$ cat src/rtl/clk_gated_reg_bank_if.sv
// Data/control bundle of the clock-gated register bank; CLK and RST_N stay
// plain ports on the bank itself.
interface clk_gated_reg_bank_if #(
  parameter int unsigned WIDTH    = 8,
  parameter int unsigned CHANNELS = 4,
  parameter int unsigned CNT_W    = 16
);
  logic [1:0]                MODE;
  logic [CHANNELS-1:0]       EN;
  logic [CHANNELS*WIDTH-1:0] D_IN;
  logic                      CNT_CLR;
  logic [CHANNELS*WIDTH-1:0] D_OUT;
  logic [CHANNELS-1:0]       GCLK_EN;
  logic [CNT_W-1:0]          GATED_CNT;
  logic                      IDLE;

  modport master (
    output MODE, EN, D_IN, CNT_CLR,
    input  D_OUT, GCLK_EN, GATED_CNT, IDLE
  );

  modport slave (
    input  MODE, EN, D_IN, CNT_CLR,
    output D_OUT, GCLK_EN, GATED_CNT, IDLE
  );
endinterface

$ cat src/rtl/clk_gated_reg_bank.sv
// Multi-channel register bank, each channel clocked through a latch-based
// clock gate; exports gated-cycle statistics and a bank-idle flag.
module clk_gated_reg_bank #(
  parameter int unsigned WIDTH       = 8,
  parameter int unsigned CHANNELS    = 4,
  parameter int unsigned CNT_W       = 16,
  parameter int unsigned IDLE_CYCLES = 8
) (
  input logic                  CLK,
  input logic                  RST_N,
  clk_gated_reg_bank_if.slave  bus
);

  typedef enum logic [1:0] {
    MODE_EXPLICIT = 2'b00,
    MODE_AUTO     = 2'b01,
    MODE_BOTH     = 2'b10,
    MODE_FORCE    = 2'b11
  } gate_mode_e;

  localparam int unsigned      PC_W     = 6;
  localparam int unsigned      SUM_W    = CNT_W + PC_W;
  localparam logic [CNT_W-1:0] IDLE_LIM = CNT_W'(IDLE_CYCLES);

  gate_mode_e                mode;
  logic [CHANNELS-1:0]       data_chg;
  logic [CHANNELS-1:0]       req;
  logic [CHANNELS-1:0]       gclk_en;
  logic [CHANNELS*WIDTH-1:0] d_q;

  logic [PC_W-1:0]  n_gated;
  logic [SUM_W-1:0] cnt_sum;
  logic [CNT_W-1:0] gated_cnt_q;
  logic [CNT_W-1:0] gated_cnt_d;
  logic [CNT_W-1:0] idle_cnt_q;
  logic [CNT_W-1:0] idle_cnt_d;
  logic             idle_q;
  logic             all_gated;

  assign mode = gate_mode_e'(bus.MODE);

  always_comb begin
    data_chg = '0;
    req      = '0;
    for (int unsigned i = 0; i < CHANNELS; i++) begin
      data_chg[i] = (bus.D_IN[i*WIDTH +: WIDTH] != d_q[i*WIDTH +: WIDTH]);
      case (mode)
        MODE_EXPLICIT: req[i] = bus.EN[i];
        MODE_AUTO:     req[i] = data_chg[i];
        MODE_BOTH:     req[i] = bus.EN[i] & data_chg[i];
        MODE_FORCE:    req[i] = 1'b1;
      endcase
    end
  end

  for (genvar g = 0; g < CHANNELS; g++) begin : g_ch
    logic             en_lat;
    logic             gclk;
    logic [WIDTH-1:0] q;

    // Transparent only while CLK is low, so the gated clock cannot glitch.
    always_latch begin
      if (!RST_N)
        en_lat <= 1'b0;
      else if (!CLK)
        en_lat <= req[g];
    end

    assign gclk = CLK & en_lat;

    always_ff @(posedge gclk or negedge RST_N) begin
      if (!RST_N)
        q <= '0;
      else
        q <= bus.D_IN[g*WIDTH +: WIDTH];
    end

    assign d_q[g*WIDTH +: WIDTH] = q;
    assign gclk_en[g]            = en_lat;
  end

  // Statistics use the latched enables, which equal REQ sampled before the edge.
  always_comb begin
    n_gated = '0;
    for (int unsigned i = 0; i < CHANNELS; i++) begin
      if (!gclk_en[i])
        n_gated = n_gated + 6'd1;
    end
    all_gated = ~|gclk_en;

    cnt_sum = {{PC_W{1'b0}}, gated_cnt_q} + {{CNT_W{1'b0}}, n_gated};
    if (bus.CNT_CLR)
      gated_cnt_d = '0;
    else if (|cnt_sum[SUM_W-1:CNT_W])
      gated_cnt_d = '1;
    else
      gated_cnt_d = cnt_sum[CNT_W-1:0];

    if (bus.CNT_CLR || !all_gated)
      idle_cnt_d = '0;
    else if (idle_cnt_q == IDLE_LIM)
      idle_cnt_d = idle_cnt_q;
    else
      idle_cnt_d = idle_cnt_q + 1'b1;
  end

  always_ff @(posedge CLK or negedge RST_N) begin
    if (!RST_N) begin
      gated_cnt_q <= '0;
      idle_cnt_q  <= '0;
      idle_q      <= 1'b0;
    end else begin
      gated_cnt_q <= gated_cnt_d;
      idle_cnt_q  <= idle_cnt_d;
      idle_q      <= (idle_cnt_d == IDLE_LIM);
    end
  end

  assign bus.D_OUT     = d_q;
  assign bus.GCLK_EN   = gclk_en;
  assign bus.GATED_CNT = gated_cnt_q;
  assign bus.IDLE      = idle_q;

endmodule

$ cat src/flat_wrapper.sv
// flat-port wrapper written by rule: the top's interface ports become plain ports
module clk_gated_reg_bank_flat 
#(
  parameter int unsigned WIDTH       = 8,
  parameter int unsigned CHANNELS    = 4,
  parameter int unsigned CNT_W       = 16,
  parameter int unsigned IDLE_CYCLES = 8
)
  (CLK, RST_N, bus_MODE, bus_EN, bus_D_IN, bus_CNT_CLR, bus_D_OUT, bus_GCLK_EN, bus_GATED_CNT, bus_IDLE);
  clk_gated_reg_bank_if #(.WIDTH(WIDTH), .CHANNELS(CHANNELS), .CNT_W(CNT_W)) bus_i ();
  input logic CLK;
  input logic RST_N;
  input wire logic [$bits(bus_i.MODE)-1:0] bus_MODE;
  input wire logic [$bits(bus_i.EN)-1:0] bus_EN;
  input wire logic [$bits(bus_i.D_IN)-1:0] bus_D_IN;
  input wire logic [$bits(bus_i.CNT_CLR)-1:0] bus_CNT_CLR;
  output wire logic [$bits(bus_i.D_OUT)-1:0] bus_D_OUT;
  output wire logic [$bits(bus_i.GCLK_EN)-1:0] bus_GCLK_EN;
  output wire logic [$bits(bus_i.GATED_CNT)-1:0] bus_GATED_CNT;
  output wire logic [$bits(bus_i.IDLE)-1:0] bus_IDLE;
  assign bus_i.MODE = bus_MODE;
  assign bus_i.EN = bus_EN;
  assign bus_i.D_IN = bus_D_IN;
  assign bus_i.CNT_CLR = bus_CNT_CLR;
  assign bus_D_OUT = bus_i.D_OUT;
  assign bus_GCLK_EN = bus_i.GCLK_EN;
  assign bus_GATED_CNT = bus_i.GATED_CNT;
  assign bus_IDLE = bus_i.IDLE;
  clk_gated_reg_bank #(.WIDTH(WIDTH), .CHANNELS(CHANNELS), .CNT_W(CNT_W), .IDLE_CYCLES(IDLE_CYCLES)) u_core (.CLK(CLK), .RST_N(RST_N), .bus(bus_i));
endmodule
$ cat config.mk
export PLATFORM = sky130hd
export DESIGN_NAME = clk_gated_reg_bank_flat
export DESIGN_NICKNAME = d
export VERILOG_FILES = /design/src/rtl/clk_gated_reg_bank_if.sv /design/src/rtl/clk_gated_reg_bank.sv /design/src/flat_wrapper.sv
export SDC_FILE = /design/constraint.sdc
export NUM_CORES = 1
export LEC_CHECK = 0
export ABC_AREA = 1
export CAP_MARGIN = 5
export CORE_MARGIN = 5
export CORE_UTILIZATION = 49
export CTS_CLUSTER_DIAMETER = 30
export DETAILED_ROUTE_END_ITERATION = 8
export HOLD_SLACK_MARGIN = 0.02
export PLACE_DENSITY = 0.8
export SYNTH_ARGS = -nofsm -noshare
export SYNTH_HDL_FRONTEND = slang
export SYNTH_SLANG_ARGS = --single-unit
export TNS_END_PERCENT = 100
$ cat constraint.sdc
create_clock -name CLK -period 2.9 [get_ports CLK]
set_input_delay 0.58 -clock CLK [delete_from_list [all_inputs] [get_ports CLK]]
set_output_delay 0.58 -clock CLK [all_outputs]
set_load 0.005 [all_outputs]
After elaboration in Yosys (flattened, before gate mapping)
Index checks and enable logic that the tools add are counted.
{ "totals": {"output_inout_bits": 53, "reg_bits": 65, "latchBits": 4} }
{ "op_classes": {"n_addsub": 5, "muxes": 22, "n_eq_ne": 9, "bitwise": 8, "reduce_logical": 4} }
{ "ops": {"columns": ["cell", "count"], "rows": [
  ["two-way mux 16 bit", 4],
  ["equality test 16 x 4 -> 1 bit, second input constant", 2],
  ["!= test 8 bit", 4],
  ["two-way mux 6 bit", 3],
  ["adder 16 x 6 -> 17 bit", 1],
  ["adder 16 x 1 -> 16 bit, second input constant", 1],
  ["case mux 1 bit (4 select lines)", 4],
  ["adder 6 x 1 -> 6 bit, second input constant", 2],
  ["two-way mux 1 bit", 11],
  ["bitwise AND 1 bit", 8],
  ["OR reduction 6 bit", 1],
  ["equality test 2 bit, second input constant", 2],
  ["OR reduction 4 bit", 1],
  ["adder 1 x 1 -> 2 bit, second input constant", 1],
  ["equality test 2 x 1 -> 1 bit, second input constant", 1],
  ["logical NOT 2 bit", 1],
  ["logical OR 1 bit", 1]
]} }

Longest topological paths before layout
Gate-level depths: netlist of the first run.
{ "depth": {"word_depth": 11, "depth_mapped": 18, "depth_no_buf": 18} }

==> results of run 1 <==
[per-layer routing]
layer | up-vias | part of all wire [%] | track usage, % | wire [um]
met3 | 76 | 7.7 | 12.2 | 1080
met4 | 0 | 4.8 | 17.9 | 678
met2 | 267 | 52 | 51.2 | 7250
li1 | 1776 | - | - | -
met5 | - | 0 | 0 | 0
met1 | 1955 | 36 | 29.3 | 5020
[kinds of logic after synthesis]
group / synth area share (%)
compound gates: 4.87
other cells: 0.103
buf+inv: 8.73
xor+xnor: 9.42
latches: 1.66
simple gates: 26.0
fa+ha+maj: 4.35
flops: 44.9
[timing repair]
item / CTS / global route
pin swaps: 18 / 13
hold buffers: 2 / 0
gates resized for setup: 63 / 54
hold endpoints to repair: 6 / 0
setup endpoints to repair: 34 / 37
gates cloned: 0 / 0
setup buffers: 8 / 7
[Yosys cell counts]
library cell,count
conb_1,1
buf_2,1
nor2_2,4
a31oi_1,2
inv_1,72
dlxtp_1,4
xor2_1,20
nand4_1,8
clkbuf_1,1
nand3_1,43
nor2_4,4
o21ai_2,1
nor2_1,42
buf_4,4
xnor2_1,19
nor4b_2,1
or2_2,5
o21ai_0,13
ha_1,11
nor4_1,3
dfrtp_1,65
nor3_1,8
a21oi_1,13
a41oi_1,2
nand2_1,83
inv_2,2
fa_1,1
nand2_2,3
nand3b_1,2
o211ai_1,1
[registers in the layout, summed over array words and instances, names as in the netlist]
register,count
u_core.bus.GATED_CNT,16
u_core.bus.IDLE,1
u_core.g_ch.en_lat,4
u_core.g_ch.q,32
u_core.idle_cnt_q,16
[metrics by stage]
step / setup TNS (ps) / area [sq um]
4_1_cts: -20510 / 5750
6_report: -25810 / 6010
3_3_place_gp: -30020 / 4980
5_1_grt: -28290 / 6010
2_1_floorplan: -15490 / 3660
3_5_place_dp: -33640 / 4980
[report_power, final]
group	total (W)	internal [W]	switching (W)
Sequential	0.000786	0.000721	0.0000653
Clock	0.00109	0.000632	0.000460
Combinational	0.000759	0.000404	0.000355
[path summary, 6_finish.rpt]
kind / startpoint / end / depth (start not counted)
worst max-delay path: u_core.g_ch[1].en_lat / u_core.bus.GATED_CNT[15] / 18
worst min-delay path: RST_N / u_core.g_ch[2].q[7] / 2
worst max register to register: u_core.g_ch[1].en_lat / u_core.bus.GATED_CNT[15] / 18
worst min register to register: u_core.bus.GATED_CNT[9] / u_core.bus.GATED_CNT[9] / 2
max in group gated: u_core.g_ch[3].en_lat / clock gate / 4
max in group asynchronous: RST_N / u_core.bus.GATED_CNT[0] / 4
min in group CLK: bus_D_IN[22] / u_core.g_ch[2].q[6] / 1
min in group gated: RST_N / clock gate / 4
[area by class of cell]
type,count,share of cell area [%]
clock inverter,36,2.79
sequential,69,28.1
timing repair buffer,151,24.5
tap,99,2.06
inverter,70,4.46
clock buffer,25,5.73
multi-input combinational,290,32.4
==> impl_metrics.tcl, run 1 <==
set metrics [dict create \
    cp-end-kind "flop" \
    crit_required_ps 3340 \
    setup.worst_path.class "latch -> reg" \
    dieArea_sq_um 9220 \
    seq_area_sq_um 1690 \
    drv_slew 0 \
    wl_um 14000 \
    wl_per_cell_um 19.0 \
    synth.avg_cell_area_sq_um 8.26 \
    regToRegSetupSlack_ps -1490 \
    synth_top_area_share_pct 44.9 \
    grt_max_degree 28 \
    area_growth_pct 65.7 \
    detail_route.drc_violations 0 \
    worst_setup_path_start_kind "latch" \
    die_h_um 96.0 \
    gp_congestion 0.899 \
    yosysUniqueCellTypes 30 \
    num_vias 4074 \
    dp_cells 666 \
    final_common_cell "clkdlybuf4s50_1" \
    synth-seq-cells 69 \
    synthesis.nets 492 \
    hold_viol 0 \
    dr.pass1.iters 6 \
    grt_pass1_vias 4388 \
    drv_cap 0 \
    grt_usage_pct 29.6 \
    fin_skew_ps 115 \
    status "finished, violations left" \
    crit_family "simple AND/OR/NAND/NOR gates" \
    die_w_um 96.0 \
    dp_slack_ps -1570 \
    syn_inst 439 \
    initial_utilization_pct 50.3 \
    clk_latency_ps 630 \
    crit_path_max_fanout 5 \
    nNetsFinal 692 \
    critPathMostFrequentCell "nand2_1" \
    grt_setup_unrepaired "true" \
    ir_drop_mv 0.338 \
    fin_hold_ws_ps 311 \
    core-area_sq_um 7210 \
    worstPathArrival_ps 4830 \
    dpl.hpwl_um 7450 \
    antennaDiodeCount 0 \
    crit_chain "inv_2 -> ha_4 -> xnor2_4 -> ha_4 -> nand2_2 -> xor2_1 -> ha_1 -> buf_4 -> a21oi_2 -> nand2_2 -> a21oi_2 -> nor2_4 -> nand2_1 -> nor2_2 -> nand2_1 -> nand2_1 -> inv_1 -> nor2_1" \
    port_buffers 93 \
    final_core_util_pct 83.3 \
    antenna_found_initial 0 \
    fin_cells 740 \
    grt-ovfl-total 0 \
    grt_pass1_wl_um 20200 \
    slowest_stage "dlxtp_1" \
    power_density_nw_per_um2 439 \
    ioPinCount 94 \
    drt_iter0_drc 377 \
    path_buf_inv 3 \
    violations "setup timing" \
    netlist_area_sq_um 3630 \
    cp_slowest_stage_delay_ps 350 \
    layout_common_cells "clkdlybuf4s50_1, inv_1, nand2_1" \
    clk_pin_slew_worst_paths_ps 80 \
    post-route-worst-setup-slack_ps -1490 \
    fillers 384 \
    synth_top_cell_by_area "dfrtp_1" \
    rows 31 \
    hold_path.class "in -> async" \
    drtAntennaViolNets 0 \
    drive_gt1_share_pct 25.9 \
    setup-violations-final 35 \
    ys_warn_count 0 \
    power_w 0.00264 \
    leakage_nw 3.03 \
    avgViaCountPerCell 5.51 \
    synth.top_cells.by_area "dfrtp_1, nand2_1, inv_1" \
    multi_input_area_sq_um 1950 \
    cts_tree "yes" \
]
Note: power is estimated with default switching activity, not from simulation.
==> inputs of run 2 (changes only) <==
--- a/config.mk
+++ b/config.mk
@@ -12,6 +12,7 @@
 export CTS_CLUSTER_DIAMETER = 30
 export DETAILED_ROUTE_END_ITERATION = 8
 export HOLD_SLACK_MARGIN = 0.02
+export MAX_ROUTING_LAYER = met4
 export PLACE_DENSITY = 0.8
 export SYNTH_ARGS = -nofsm -noshare
 export SYNTH_HDL_FRONTEND = slang
==> impl_metrics.tcl, run 2 (synthesis results as in run 1) <==
set metrics [dict create \
    status "finished, violations left" \
    violations "setup timing" \
    die_h_um 96.0 \
    core-area_sq_um 7210 \
    grt_usage_pct 32.1 \
    final_common_cell "inv_1" \
    crit_required_ps 3300 \
    dp_cells 667 \
    clk_latency_ps 600 \
    gp_congestion 0.920 \
    grt_setup_unrepaired "true" \
    drv_slew 0 \
    hold_path.class "in -> async" \
    placed_cell_area_sq_um 4980 \
    port_buffers 93 \
    wl_um 14200 \
    area_growth_pct 65.1 \
    leakage_nw 3.05 \
    cts_tree "yes" \
    r2r-start "u_core.g_ch[0].en_lat" \
    setup.worst_path.class "latch -> reg" \
    grt-ovfl-total 0 \
    crit_chain "buf_4 -> ha_1 -> o21ai_0 -> ha_2 -> nand2_2 -> xor2_1 -> ha_2 -> nand2_2 -> o21ai_2 -> nand2_1 -> nor2_2 -> nand2_2 -> o21ai_1 -> nand3_1 -> nand2_1 -> inv_1" \
    power_density_nw_per_um2 457 \
    slowest_stage "ha_2" \
    ir_drop_mv 0.359 \
    power_w 0.00274 \
    drive_gt1_share_pct 26.2 \
    critPathMostFrequentCell "nand2_2" \
    setup-violations-final 36 \
    grt_max_degree 34 \
    dpl.hpwl_um 7320 \
    avgViaCountPerCell 5.50 \
    dieArea_sq_um 9220 \
    cp-end-kind "flop" \
    fin_cells 741 \
    fin_setup_tns_ps -30050 \
    cp_slowest_stage_delay_ps 400 \
    antenna_found_initial 0 \
    startpoint "u_core.g_ch[0].en_lat" \
    detail_route.drc_violations 0 \
    clk_pin_slew_worst_paths_ps 60 \
    grt_pass1_wl_um 21200 \
    path_buf_inv 2 \
    top_register "u_core.g_ch.q" \
    num_vias 4079 \
    crit_path_max_fanout 5 \
    dr.pass1.iters 5 \
    drt_iter0_drc 285 \
    final_cell_area_sq_um 5990 \
    wl_met2_um 7320 \
    wl_per_cell_um 19.1 \
    fin_skew_ps 95.6 \
    drv_cap 0 \
    layout_common_cells "inv_1, clkdlybuf4s50_1, nand2_1" \
    fillers 380 \
    antennaDiodeCount 0 \
    largest_register_ff_count 32 \
    initial_utilization_pct 50.3 \
    crit_family "adder cells" \
    worst_setup_path_start_kind "latch" \
    die_w_um 96.0 \
    m1WireLength_um 5030 \
    hold_viol 0 \
    rows 31 \
    met3WireLength_um 1070 \
    ioPinCount 94 \
    worstPathArrival_ps 4970 \
    nNetsFinal 693 \
    grt_pass1_vias 4500 \
    final_core_util_pct 83.0 \
    drtAntennaViolNets 0 \
    highest_layer "met4" \
    post-route-worst-setup-slack_ps -1670 \
]
==> run 2: changes by cell type in the layout (fill, tap and decap cells not counted), sizes merged <==
cell and delta:
inv -1, bufinv +1, clkbuf +2, clkdlybuf4s15 +1, clkinv -1, clkinvlp -1
==> run 2: final cells by class <==
cell class | count | area [sq um] | share of cell area [%]
Timing Repair Buffer | 152 | 1470 | 24.6
Clock inverter | 34 | 168 | 2.80
Sequential cell | 69 | 1690 | 28.2
Clock buffer | 27 | 362 | 6.04
Inverter | 70 | 270 | 4.51
Multi-Input combinational cell | 290 | 1900 | 31.8
Tap cell | 99 | 124 | 2.07
==> run 2: per-layer routing <==
metal / up-vias / global-route usage, %
li1: 1781 / -
met1: 1951 / 32.3
met2: 255 / 51.6
met3: 92 / 11.7
met4: 0 / 22.0
met5: - / -
==> run 2: through the flow <==
step                worst slack [ps]  hold WS, ps
floorplan                      -1050         -870
global placement               -1430         -522
detailed placement             -1540         -524
CTS                            -1220         58.6
global route                   -1690         54.7
finish                         -1670         58.1
==> run 2: report_power, final <==
part / total, W / internal (W) / switching (W)
clock: 0.00115 / 0.000702 / 0.000447
sequential: 0.000789 / 0.000721 / 0.0000686
combinational: 0.000800 / 0.000418 / 0.000382
==> run 2: timing repair <==
action	4_1_cts	5_1_grt
hold endpoints to repair	25	0
setup endpoints to repair	34	37
gates resized for setup	69	36
setup buffers	9	9
hold buffers	2	0
pin swaps	28	20
==> run 2: path summary, 6_finish.rpt <==
kind	endpoint	slack (ps)	cells after the start
max in group gated	clock gate	390	2
min in group gated	clock gate	430	4
setup reg to reg	u_core.bus.GATED_CNT[12]	-1670	16
max in group asynchronous	u_core.bus.GATED_CNT[6]	2000	3
setup / recovery	u_core.bus.GATED_CNT[12]	-1670	16
hold / removal	u_core.g_ch[3].q[4]	60	2
min in group CLK	u_core.g_ch[3].en_lat	320	3
hold reg to reg	u_core.idle_cnt_q[8]	630	2
==> inputs of run 3 (changes only) <==
--- a/config.mk
+++ b/config.mk
@@ -11,6 +11,7 @@
 export CORE_UTILIZATION = 49
 export CTS_CLUSTER_DIAMETER = 30
 export DETAILED_ROUTE_END_ITERATION = 8
+export GPL_ROUTABILITY_DRIVEN = 0
 export HOLD_SLACK_MARGIN = 0.02
 export MAX_ROUTING_LAYER = met4
 export PLACE_DENSITY = 0.8
==> impl_metrics.tcl, run 3 (synthesis results as in run 1) <==
set metrics [dict create \
    status "finished, violations left" \
    violations "setup timing" \
    setup.worst_path.class "latch -> reg" \
    ioPinCount 94 \
    final_common_cell "inv_1" \
    final_core_util_pct 80.8 \
    post-route-worst-setup-slack_ps -1280 \
    crit_required_ps 3460 \
    drv_cap 0 \
    layout_common_cells "inv_1, clkdlybuf4s50_1, nand2_1" \
    slowest_stage "dlxtp_1" \
    num_vias 3824 \
    core-area_sq_um 7210 \
    regToRegSetupSlack_ps -1280 \
    crit_chain "inv_2 -> ha_4 -> xnor2_4 -> ha_1 -> nand2_1 -> xor2_1 -> ha_1 -> nand2_1 -> o21ai_2 -> nand4_1 -> nor2_2 -> inv_2 -> nand3_2 -> nand2_1 -> inv_1" \
    grt_usage_pct 27.7 \
    grt_max_degree 30 \
    fin_cells 742 \
    r2r_end "u_core.bus.GATED_CNT[11]" \
    worst_setup_path_start_kind "latch" \
    drv_slew 0 \
    die_h_um 96.0 \
    dr.pass1.iters 6 \
    hold_viol 0 \
    grt_setup_unrepaired "true" \
    grt_pass1_vias 4192 \
    largest_register_ff_count 32 \
    dpl.hpwl_um 7320 \
    critPathMostFrequentCell "nand2_1" \
    drt_iter0_drc 198 \
    area_growth_pct 60.8 \
    crit_path_max_fanout 8 \
    initial_utilization_pct 50.3 \
    rr_worst_depth 15 \
    clk_latency_ps 650 \
    die_w_um 96.0 \
    grt-ovfl-total 0 \
    path_buf_inv 3 \
    dp_cells 667 \
    startpoint "u_core.g_ch[1].en_lat" \
    wl_per_cell_um 15.7 \
    antennaDiodeCount 0 \
    cts_tree "yes" \
    dieArea_sq_um 9220 \
    ir_drop_mv 0.378 \
    detail_route.drc_violations 0 \
    nNetsFinal 694 \
    grt_pass1_wl_um 18500 \
    setup-violations-final 21 \
    fillers 424 \
    antenna_found_initial 0 \
    rows 31 \
    hold_path.class "in -> async" \
    cp-end-kind "flop" \
    cp_slowest_stage_delay_ps 370 \
    crit_family "adder cells" \
    fin_skew_ps 76.9 \
    leakage_nw 3.01 \
    clk_pin_slew_worst_paths_ps 70 \
    power_density_nw_per_um2 447 \
    drive_gt1_share_pct 22.9 \
    worstPathArrival_ps 4750 \
    crit_path_end "u_core.bus.GATED_CNT[11]" \
    wl_um 11700 \
    avgViaCountPerCell 5.15 \
    drtAntennaViolNets 0 \
    r2r-start "u_core.g_ch[1].en_lat" \
    top_register "u_core.g_ch.q" \
    placed_cell_area_sq_um 4980 \
    fin_hold_ws_ps 323 \
    final_cell_area_sq_um 5830 \
    worst-path-stages 15 \
    port_buffers 93 \
]
==> run 3: cell count changes in the layout (fill, tap and decap cells not counted), moves of 4 or more <==
cell / delta
nand2_2: -5
buf_4: +8
nand3_1: +5
inv_1: +4
buf_6: -4
nand2_1: +6
==> run 3: cell type report <==
type	instances	area [sq um]	area share, %
sequential	69	1690	28.9
multi-input combinational	290	1800	30.8
inverter	70	265	4.55
clock buffer	26	358	6.14
timing repair buffer	152	1430	24.6
clock inverter	36	168	2.88
tap	99	124	2.12
==> run 3: metal layers <==
| metal | GRT usage (%) | up-vias | wire, um |
|---|---|---|---|
| met1 | 27.5 | 1835 | 4380 |
| met4 | 19.1 | 0 | 346 |
| met5 | - | - | 0 |
| met2 | 45.0 | 169 | 6230 |
| li1 | - | 1778 | - |
| met3 | 10.0 | 42 | 713 |
==> run 3: worst min-delay path by stage <==
stage	start	end	slack (ps)	cells after the start
CTS	RST_N	u_core.g_ch[3].q[5]	320	2
detailed placement	RST_N	clock gate	-440	2
finish	RST_N	u_core.g_ch[3].q[5]	320	2
floorplan	RST_N	clock gate	-870	0
global placement	RST_N	clock gate	-440	2
global route	RST_N	u_core.g_ch[3].q[5]	340	2
==> run 3: metrics by stage <==
stage | setup WS, ps | TNS, ps | total power (W)
finish | -1280 | -21120 | 0.00260
global route | -1390 | -23580 | 0.00272
CTS | -1060 | -18160 | 0.00256
detailed placement | -1480 | -32350 | 0.00140
global placement | -1380 | -30000 | 0.00139
floorplan | -1050 | -15490 | 0.00109
==> run 3: report_power, final <==
| part | switching [W] | leakage (nW) | total (W) | internal (W) |
|---|---|---|---|---|
| clock | 0.000433 | 0.494 | 0.00109 | 0.000661 |
| combinational | 0.000324 | 1.65 | 0.000725 | 0.000401 |
| sequential | 0.0000640 | 0.858 | 0.000785 | 0.000721 |
==> run 3: worst register-to-register path, cell delays in order (launching register included) <==
cell and delay [ps]:
dlxtp_1 370, inv_2 70, ha_4 260, xnor2_4 170, ha_1 190, nand2_1 70
xor2_1 160, ha_1 340, nand2_1 90, o21ai_2 200, nand4_1 180, nor2_2 220
inv_2 150, nand3_2 110, nand2_1 70, inv_1 60
==> run 3: repair_timing <==
action                                  CTS  global route
buffers inserted                         11             8
endpoints found under the setup margin   25            33
hold buffers                              2             0
pin swaps                                10            13
gates resized for setup                  41            27
hold endpoints to repair                  5             0
